===== src/rtl/p_int_acc_stream.sv =====
// p_int_acc_stream: lane-reduce each beat, accumulate beats wide,
// then range-check the sum and hold it until the consumer takes it.
module p_int_acc_stream #(
  parameter int IN      = 8,
  parameter int PREC    = 8,
  parameter int SIGN    = 1,
  parameter int SAT     = 1,
  parameter int MAXBEAT = 16
) (
  input  logic                    clk,
  input  logic                    reset_,
  input  logic                    in_valid,
  output logic                    in_ready,
  input  logic [IN-1:0][PREC-1:0] in_data,
  input  logic [IN-1:0]           in_keep,
  input  logic                    in_last,
  output logic                    out_valid,
  input  logic                    out_ready,
  output logic [PREC-1:0]         out_data,
  output logic                    out_ovf
);
  localparam int LG = $clog2(IN);
  localparam int NP = 1 << LG;
  localparam int LW = PREC + LG;
  localparam int AW = LW + $clog2(MAXBEAT) + 1;
  localparam int CW = $clog2(MAXBEAT + 2);

  localparam longint HI_L = (SIGN != 0)
    ? (longint'(1) << (PREC - 1)) - 1
    : (longint'(1) << PREC) - 1;
  localparam longint LO_L = (SIGN != 0)
    ? -(longint'(1) << (PREC - 1))
    : longint'(0);

  localparam logic signed [AW-1:0] HI = AW'(HI_L);
  localparam logic signed [AW-1:0] LO = AW'(LO_L);
  localparam logic [CW-1:0] CMAX = CW'(MAXBEAT);
  localparam logic [CW-1:0] CTOP = CW'(MAXBEAT + 1);

  typedef enum logic [1:0] {
    ACC,
    FLUSH,
    DONE
  } state_t;

  state_t state;

  logic signed [LW-1:0] lane_sum;
  logic signed [LW-1:0] s1;
  logic                 s1_vld;
  logic signed [AW-1:0] acc;
  logic signed [AW-1:0] ext;
  logic signed [AW-1:0] sum;
  logic [CW-1:0]        cnt;
  logic                 sticky;
  logic                 accept;
  logic                 hi;
  logic                 lo;
  logic [PREC-1:0]      res;

  assign in_ready = reset_ & (state == ACC);
  assign accept   = in_valid & in_ready;

  // Heap-ordered tree padded to a power of two; pad leaves stay zero.
  always_comb begin
    logic signed [LW-1:0] t [2*NP-1];
    for (int i = 0; i < 2*NP-1; i++) t[i] = '0;
    for (int i = 0; i < IN; i++) begin
      if (in_keep[i]) begin
        if (SIGN != 0) t[NP-1+i] = LW'($signed(in_data[i]));
        else           t[NP-1+i] = LW'(in_data[i]);
      end
    end
    for (int n = NP-2; n >= 0; n--) begin
      t[n] = t[2*n+1] + t[2*n+2];
    end
    lane_sum = t[0];
  end

  // Unsigned lane sums may use the top bit, so never sign-extend them.
  always_comb begin
    ext = AW'(s1);
    if (SIGN == 0) ext = AW'($unsigned(s1));
    sum = acc + ext;
    hi  = sum > HI;
    lo  = sum < LO;
    res = sum[PREC-1:0];
    if (SAT != 0 && hi) res = HI[PREC-1:0];
    if (SAT != 0 && lo) res = LO[PREC-1:0];
  end

  always_ff @(posedge clk) begin
    if (!reset_) begin
      state     <= ACC;
      s1        <= '0;
      s1_vld    <= 1'b0;
      acc       <= '0;
      cnt       <= '0;
      sticky    <= 1'b0;
      out_valid <= 1'b0;
      out_data  <= '0;
      out_ovf   <= 1'b0;
    end else begin
      s1_vld <= accept;
      if (accept) begin
        s1 <= lane_sum;
        if (cnt != CTOP) cnt <= cnt + 1'b1;
        if (cnt == CMAX) sticky <= 1'b1;
      end
      if (s1_vld) acc <= sum;
      unique case (state)
        ACC: begin
          if (accept && in_last) state <= FLUSH;
        end
        FLUSH: begin
          state     <= DONE;
          out_valid <= 1'b1;
          out_data  <= res;
          out_ovf   <= hi | lo | sticky;
        end
        DONE: begin
          if (out_ready) begin
            state     <= ACC;
            out_valid <= 1'b0;
            acc       <= '0;
            cnt       <= '0;
            sticky    <= 1'b0;
          end
        end
        default: state <= ACC;
      endcase
    end
  end

endmodule


===== config.mk =====
export PLATFORM = sky130hd
export DESIGN_NAME = p_int_acc_stream
export DESIGN_NICKNAME = d
export VERILOG_FILES = /design/src/rtl/p_int_acc_stream.sv
export SDC_FILE = /design/constraint.sdc
export NUM_CORES = 1
export LEC_CHECK = 0
export CORE_ASPECT_RATIO = 0.6
export CORE_MARGIN = 3
export CORE_UTILIZATION = 35
export DETAILED_ROUTE_END_ITERATION = 12
export GPL_TIMING_DRIVEN = 0
export PLACE_DENSITY = 0.61
export RECOVER_POWER = 50
export SYNTH_ARGS = -nofsm -noshare
export SYNTH_HDL_FRONTEND = slang
export SYNTH_SLANG_ARGS = --single-unit

===== constraint.sdc =====
create_clock -name clk -period 6.5 [get_ports clk]
set_clock_uncertainty 0.1 [all_clocks]
set_input_delay 0.975 -clock clk [delete_from_list [all_inputs] [get_ports clk]]
set_output_delay 0.975 -clock clk [all_outputs]
set_load 0.005 [all_outputs]

# Word-level counts from Yosys, hierarchy flattened
# Index checks and enable logic that the tools add are counted.
# totals
reg_bits,46
inputBits,77
output_inout_bits,11
elab_cells,61
# op_classes
add_sub_neg,9
order_cmp,2
eq_ne,6
n_mux,26
bitwise_logic,4
reduce_logical,5
# op_table
operator,count
11-bit 2-to-1 mux,8
11-bit adder,7
16-bit 2-to-1 mux,3
5-bit 2-to-1 mux,4
16-bit by 11-bit adder with 16-bit output,1
16-bit by 8-bit > comparator with 1-bit output (second input constant),1
16-bit by 8-bit < comparator with 1-bit output (second input constant),1
8-bit 2-to-1 mux,2
2-bit one-hot mux with 3 select lines,1
5-bit by 1-bit adder with 5-bit output (second input constant),1
5-bit == test (second input constant),1
1-bit 2-to-1 mux,5
5-bit inequality test (second input constant),1
2-bit 2-to-1 mux,2
2-bit AND reduction,2
1-bit bitwise AND,2
2-bit by 1-bit == test with 1-bit output (second input constant),1
2-bit == test (second input constant),1
2-bit zero test,1
2-bit by 1-bit inequality test with 1-bit output (second input constant),1
2-bit inequality test (second input constant),1
1-bit bitwise OR,2
1-bit one-hot mux with 2 select lines,1
2-bit nonzero test,1
1-bit logical AND,1

# Logic depth before layout (Yosys ltp)
# Gate-level depths: netlist of the first run.
# logic_depth
ltp_word,6
depth_mapped,20
mapped_depth_nobuf,20

# Worst setup path after synthesis of the first run
# OpenSTA, ideal clock, no wires.
# synth_path
kind,in2reg
start,input port in_data[2] (netlist bit)
end,register s1[10]
setup_time_ps,130
arrival_ps,4904
t_required_ps,6270
setup_slack_ps,1365
path_stages,18
n_path_buf,0
cell_sequence,and2_1 > fa_1 > fa_1 > fa_1 > inv_1 > fa_1 > inv_1 > ha_1 > fa_1 > a21oi_1 > nor2_1 > nor2_1 > o21bai_1 > a21oi_1 > o21bai_1 > a21oi_1 > xnor2_1 > o21ai_0
# synth_between
elab_chain_len,4
# synth_rtl
item,line_no,rtl
"start, declared",14,"input logic [IN-1:0][PREC-1:0] in_data,"
11-bit 2-to-1 mux,69,if (in_keep[i]) begin
11-bit adder (3 in series),75,t[n] = t[2*n+1] + t[2*n+2];
"end signal, assigned",106,s1 <= lane_sum;
"end, declared",49,logic signed [LW-1:0] s1;
# Every way passes these cells.
# A chain may end at the register's enable or synchronous reset.

# Worst setup path in the final report of the first run
# layout_path
start,input port in_keep[0]
end,register s1[10]
# layout_between
elab_chain_len,4
# layout_rtl
item,line_no,rtl
"start, declared",15,"input logic [IN-1:0] in_keep,"
11-bit 2-to-1 mux,69,
11-bit adder (3 in series),75,
# Every way passes these cells.

==> flow_metrics.env, run 1 <==
export IMPL_io_pins=88
export IMPL_drtIter0Drc=181
export IMPL_layoutNonFillerInstCount=781
export IMPL_vias=3788
export IMPL_vdd_drop_max_v=0.000131
export IMPL_min_to="out_data[3]"
export IMPL_port_buffers=86
export IMPL_grt_pass1_wl_um=19200
export IMPL_post_route_period_util_pct=90.1
export IMPL_clock_latency_ns=0.29
export IMPL_hp_start="out_data[3]"
export IMPL_r2r_start="s1[0]"
export IMPL_cts_clk_slew_worst_paths_ns=0.07
export IMPL_synth_top_area_share_pct=22.9
export IMPL_die_h_um=94.3
export IMPL_drv_slew=0
export IMPL_p_comb_share_pct=61.1
export IMPL_initial_core_util_pct=36.7
export IMPL_drc_errors=0
export IMPL_critical_path_max_stage_delay_ns=0.59
export IMPL_swShare_pct=42.7
export IMPL_powerDensity_nw_per_um2=282
export IMPL_syn_to_final_growth_pct=26.2
export IMPL_preCtsSetupSlack_ns=0.307
export IMPL_grt_use_total_pct=16.5
export IMPL_critPathTopFamily="adder cells"
export IMPL_cts_root_buf="clkbuf_16"
export IMPL_whs_path_depth=2
export IMPL_slew_headroom_pct=8.61
export IMPL_cts_setup_buffers=0
export IMPL_ys_flop_type="dfxtp_1"
export IMPL_reg2reg_to="out_ovf"
export IMPL_tightest_slew_ns=1.34
export IMPL_dp_hpwl_um=9550
export IMPL_cts_tree="done"
export IMPL_ff2ff_path_depth=11
export IMPL_grt_max_degree=15
export IMPL_switchingPower_mw=0.690
export IMPL_synth_enable_flop_cells=0
export IMPL_hold_viol_final=0
export IMPL_clockPowerShare_pct=17.4
export IMPL_core_area_um2=12400
export IMPL_avgViaCountPerCell=4.85
export IMPL_yosys_area_top_type="fa_1"
export IMPL_firstDrtPassIters=4
export IMPL_crit_buf_inv=3
export IMPL_worstPathRequired_ns=6.56
export IMPL_hold_class="reg2reg"
export IMPL_dp_cells=772
export IMPL_ys_ff_latch=46
export IMPL_setup_ws_ns=0.640
export IMPL_grt_pass1_vias=3867
export IMPL_drtAntennaViolNets=0
export IMPL_syn_instance_count=521
export IMPL_cp_max_fo=8
export IMPL_cts_sinks=46
export IMPL_maxCapViolations=0
export IMPL_rsz0062_at_grt="no"
export IMPL_arrival_ns=5.92
export IMPL_period_minus_slack_ns=5.86
export IMPL_nets=772
export IMPL_r2r_slack_ns=2.46
export IMPL_avgSynthCellArea_um2=8.72
export IMPL_wl_per_cell_um=14.3
export IMPL_syn_nets=679
export IMPL_status="finished clean"
export IMPL_p_seq_share_pct=21.5
export IMPL_fin_tns_setup_ns=0
export IMPL_cp_start_kind="primary input"
export IMPL_cts_buffer_depth=2
export IMPL_async_reset_ff_share_pct=0
export IMPL_h_tree_depth=2
export IMPL_slowest_stage="clkdlybuf4s50_1"
export IMPL_gp_congestion=0.852
export IMPL_cts_hold_buf=0
export IMPL_antenna_found_initial=0
export IMPL_finalWirelength_um=11200
export IMPL_final_fill_count=1174
export IMPL_critical_path_cell_chain="clkdlybuf4s50_1 > and2_1 > fa_1 > fa_1 > fa_1 > inv_1 > fa_1 > inv_1 > ha_1 > fa_1 > a21oi_1 > nor2_1 > nor2_1 > o21bai_1 > a21oi_1 > o21bai_1 > a21oi_1 > xnor2_1 > o21ai_0"
export IMPL_dieArea_um2=14400
export IMPL_row_count=31
export IMPL_overflow=0
export IMPL_synthTopCellsByArea="fa_1 23%, dfxtp_1 20%, ha_1 8.0%"
export IMPL_syn_area_um2=4550
export IMPL_setup_viol=0
export IMPL_critPathMostFrequentCell="fa_1"
export IMPL_p_leak_nw=2.54
export IMPL_max_freq_mhz=171
export IMPL_drive_above_1_share_pct=3.90
export IMPL_critical_path_class="in2reg"
export IMPL_ctsResizeCount=0
export IMPL_cp_end_kind="register"
export IMPL_die_w_um=153
export IMPL_ys_seq_area_share_pct=20.3
export IMPL_cts_buffers=5
export IMPL_internal_power_mw=0.928
export IMPL_synth_distinct_cells=56
export IMPL_ys_warn_count=0
[tightest hold or removal path, stage by stage, from the launching register on]
cell and delay [ns]:
dfxtp_1 0.31, nand2_1 0.04, o21ai_1 0.05
[cells in the mapped netlist, drive strengths merged (3+ instances only)]
| library cell | n |
|---|---|
| nor2b | 4 |
| nand2b | 3 |
| a21o | 7 |
| inv | 64 |
| o21bai | 4 |
| nor3b | 4 |
| a21oi | 26 |
| nand2 | 59 |
| ha | 29 |
| o21ai | 26 |
| a211oi | 4 |
| and2 | 52 |
| nand4 | 4 |
| nor3 | 5 |
| a21boi | 4 |
| xnor2 | 15 |
| nand3 | 5 |
| xor2 | 7 |
| a31oi | 4 |
| mux2i | 15 |
| nor2 | 45 |
| fa | 52 |
| dfxtp | 46 |
| buf | 4 |
| clkbuf | 9 |
[power by group through the flow]
stage,registers (mW),logic [mW],clock network (mW)
floorplan,0.347,0.772,0
global placement,0.356,0.986,0
detailed placement,0.355,1.01,0
CTS,0.349,1.02,0.288
global route,0.353,1.15,0.300
finish,0.348,0.988,0.282
[through the flow]
step | utilization, % | power [mW] | hold WS (ns) | area [um^2]
finish | 46.4 | 1.62 | 0.341 | 5740
global route | 46.3 | 1.80 | 0.362 | 5730
detailed placement | 45.4 | 1.37 | 0.339 | 5610
CTS | 46.7 | 1.65 | 0.348 | 5770
floorplan | - | 1.12 | 0.337 | 4550
global placement | 45.4 | 1.34 | 0.341 | 5610
[logic make-up after synthesis]
| kind of cell | after synthesis | share of synthesized area, % |
|---|---|---|
| simple gates | 190 | 21.4 |
| compound gates | 89 | 13.3 |
| fa+ha+maj | 81 | 30.9 |
| buf+inv | 78 | 6.52 |
| flops | 46 | 20.3 |
| xor+xnor | 22 | 4.40 |
| mux | 15 | 3.30 |
[layout by cell type (no fill, tap or decap), types with 3 or more instances in the layout]
master	instances
a211oi_1	4
a21boi_0	4
a21o_1	6
a21oi_1	25
a31oi_1	3
and2_1	52
clkbuf_1	11
clkbuf_16	5
clkdlybuf4s50_1	75
dfxtp_1	46
dlygate4sd3_1	11
fa_1	52
ha_1	29
inv_1	64
mux2i_1	15
nand2_1	58
nand2b_1	3
nand3_1	5
nand4_1	4
nor2_1	45
nor2b_1	4
nor3_1	4
nor3b_1	3
o21ai_0	18
o21ai_1	8
o21bai_1	4
xnor2_1	14
xor2_1	7
[final cells by class]
cell class,count,area (um^2),area share (%)
inverter,65,244,4.25
antenna,1,2.50,0.0436
multi-input combinational,397,3290,57.3
buffer,13,51.3,0.894
clock inverter,1,8.76,0.153
clock buffer,7,153,2.66
timing repair buffer,86,861,15.0
sequential,46,921,16.1
tap,165,206,3.60
[per-layer routing]
layer  vias to the layer above  track usage, %  share of wire, %
li1                       1881               -                 -
met1                      1828            24.7                51
met2                        77            25.3                43
met3                         2            3.45               5.6
met4                         0            1.41              0.19
met5                         -               0                 0
[state kept, by name, summed over array words and instances, names as in the netlist]
| name | count |
|---|---|
| state | 2 |
| acc | 16 |
| sticky | 1 |
| s1_vld | 1 |
| out_valid | 1 |
| out_ovf | 1 |
| out_data | 8 |
| cnt | 5 |
| s1 | 11 |
[worst max path at each step]
stage | from | to | slack [ns] | cells past startpoint
6_report | in_keep[0] | s1[10] | 0.64 | 19
5_1_grt | in_keep[1] | s1[10] | 0.30 | 19
2_1_floorplan | in_data[2] | s1[10] | 1.37 | 18
4_1_cts | in_keep[1] | s1[10] | 0.61 | 19
3_5_place_dp | in_keep[1] | s1[10] | 0.31 | 19
3_3_place_gp | in_keep[0] | s1[10] | 0.38 | 19
Note: power is estimated with default switching activity, not from simulation.
==> run 2, diff against run 1 <==
--- a/config.mk
+++ b/config.mk
@@ -7,10 +7,10 @@
 export LEC_CHECK = 0
 export CORE_ASPECT_RATIO = 0.6
 export CORE_MARGIN = 3
-export CORE_UTILIZATION = 35
+export CORE_UTILIZATION = 48
 export DETAILED_ROUTE_END_ITERATION = 12
 export GPL_TIMING_DRIVEN = 0
-export PLACE_DENSITY = 0.61
+export PLACE_DENSITY = 0.78
 export RECOVER_POWER = 50
 export SYNTH_ARGS = -nofsm -noshare
 export SYNTH_HDL_FRONTEND = slang
==> flow_metrics.env, run 2 (same netlist as run 1, synthesis figures left out) <==
export IMPL_overflow=0
export IMPL_period_minus_slack_ns=5.80
export IMPL_hold_viol_final=0
export IMPL_final_fill_count=785
export IMPL_maxCapViolations=0
export IMPL_grt_pass1_wl_um=18900
export IMPL_drv_slew=0
export IMPL_cts_buffers=5
export IMPL_critical_path_max_stage_delay_ns=0.61
export IMPL_critical_path_class="in2reg"
export IMPL_grt_pass1_vias=3992
export IMPL_clock_latency_ns=0.29
export IMPL_arrival_ns=5.85
export IMPL_swShare_pct=42.8
export IMPL_p_comb_share_pct=62.0
export IMPL_slew_headroom_pct=15.3
export IMPL_powerDensity_nw_per_um2=279
export IMPL_reg_largest_list="acc x16, s1 x11, out_data x8"
export IMPL_die_w_um=132
export IMPL_top_register="acc"
export IMPL_hold_class="reg2reg"
export IMPL_tightest_slew_ns=1.24
export IMPL_avgViaCountPerCell=5.13
export IMPL_clockPowerShare_pct=16.0
export IMPL_p_leak_nw=2.54
export IMPL_cp_end_kind="register"
export IMPL_layout_cells_most_common_list="75 x clkdlybuf4s50_1, 64 x inv_1, 58 x nand2_1"
export IMPL_hp_start="out_data[4]"
export IMPL_worstSetupPathDepth=19
export IMPL_dp_hpwl_um=9210
export IMPL_die_h_um=81.4
export IMPL_largest_register_ffs=16
export IMPL_internal_power_mw=0.905
export IMPL_cp_max_fo=8
export IMPL_drive_above_1_share_pct=3.90
export IMPL_worstPathRequired_ns=6.56
export IMPL_final_common_cell="clkdlybuf4s50_1"
export IMPL_cp_start_kind="primary input"
export IMPL_ctsResizeCount=0
export IMPL_fin_tns_setup_ns=0
export IMPL_setup_viol=0
export IMPL_io_pins=88
export IMPL_gp_congestion=0.883
export IMPL_antenna_found_initial=0
export IMPL_drtIter0Drc=180
export IMPL_firstDrtPassIters=4
export IMPL_critPathTopFamily="adder cells"
export IMPL_finalWirelength_um=10900
export IMPL_wl_per_cell_um=14.7
export IMPL_critical_path_cell_chain="clkdlybuf4s50_1 > and2_1 > fa_1 > fa_1 > fa_1 > inv_1 > fa_1 > inv_1 > ha_1 > fa_1 > a21oi_1 > nor2_1 > nor2_1 > o21bai_1 > a21oi_1 > o21bai_1 > a21oi_1 > xnor2_1 > o21ai_0"
export IMPL_post_route_period_util_pct=89.2
export IMPL_critPathMostFrequentCell="fa_1"
export IMPL_status="finished clean"
export IMPL_cts_hold_buf=0
export IMPL_grt_max_degree=15
export IMPL_crit_buf_inv=3
export IMPL_cts_setup_buffers=0
export IMPL_dieArea_um2=10700
export IMPL_vias=3804
export IMPL_switchingPower_mw=0.677
export IMPL_row_count=26
export IMPL_syn_to_final_growth_pct=24.7
export IMPL_max_freq_mhz=173
export IMPL_ff2ff_path_depth=11
export IMPL_power_mw=1.58
export IMPL_cts_clk_slew_worst_paths_ns=0.06
export IMPL_vdd_drop_max_v=0.000140
export IMPL_cts_tree="done"
export IMPL_slowest_stage="clkdlybuf4s50_1"
export IMPL_nets=772
export IMPL_core_area_um2=8850
export IMPL_cts_buffer_depth=2
export IMPL_multi_input_area_um2=3290
export IMPL_cts_sinks=46
export IMPL_whs_ns=0.342
export IMPL_startpoint="in_keep[0]"
export IMPL_whs_path_depth=2
export IMPL_fin_util_pct=64.1
export IMPL_p_seq_share_pct=22.0
export IMPL_r2r_start="s1[0]"
export IMPL_drc_errors=0
export IMPL_seq_area_um2=921
export IMPL_drtAntennaViolNets=0
export IMPL_initial_core_util_pct=51.4
export IMPL_grt_use_total_pct=21.8
export IMPL_antennaDiodeCount=0
export IMPL_rsz0062_at_grt="no"
export IMPL_cts_root_buf="clkbuf_16"
export IMPL_port_buffers=86
export IMPL_h_tree_depth=2
==> run 2: cell count changes in the layout (fill, tap and decap cells not counted), sizes merged <==
cell    delta
buf        +1
clkinv     +1
diode      -1
clkbuf     -2
==> run 2: power groups by stage <==
| stage | sequential [mW] | combinational, mW | clock [mW] |
|---|---|---|---|
| after floorplan | 0.347 | 0.772 | 0 |
| after global placement | 0.353 | 0.968 | 0 |
| after detailed placement | 0.355 | 1.00 | 0 |
| after CTS | 0.348 | 1.01 | 0.256 |
| after global routing | 0.353 | 1.14 | 0.269 |
| final | 0.347 | 0.981 | 0.253 |
==> run 2: worst paths after layout <==
path                       to  slack, ns
setup reg to reg  out_data[4]       2.65
hold reg to reg   out_data[4]       0.34
setup / recovery       s1[10]       0.70
hold / removal    out_data[4]       0.34
==> run 2: cell type report <==
| class | count | area share, % |
|---|---|---|
| inverters | 65 | 4.30 |
| multi-input cells | 397 | 58.0 |
| plain buffers | 13 | 0.927 |
| well taps | 126 | 2.78 |
| flip-flops and latches | 46 | 16.2 |
| clock buffers | 6 | 2.27 |
| repair buffers | 86 | 15.2 |
| clock inverters | 2 | 0.243 |
==> run 2: tightest hold or removal path, stage by stage, from the launching register on <==
cell and delay (ns):
dfxtp_1 0.31, nand2_1 0.04, o21ai_1 0.05
==> run 2: through the flow <==
step	cell area (um^2)	std cells	setup WS [ns]
floorplan	4550	521	1.37
global placement	5560	733	0.435
detailed placement	5560	733	0.372
CTS	5710	741	0.670
global route	5670	741	0.298
finish	5670	741	0.704
==> run 2: per-layer routing <==
| layer | up-vias | share of wire, % | track usage [%] |
|---|---|---|---|
| met5 | - | 0 | 0 |
| met4 | 0 | 0.38 | 2.62 |
| met3 | 7 | 3.2 | 3.84 |
| met2 | 65 | 47 | 37.9 |
| met1 | 1844 | 49 | 29.9 |
| li1 | 1888 | - | - |
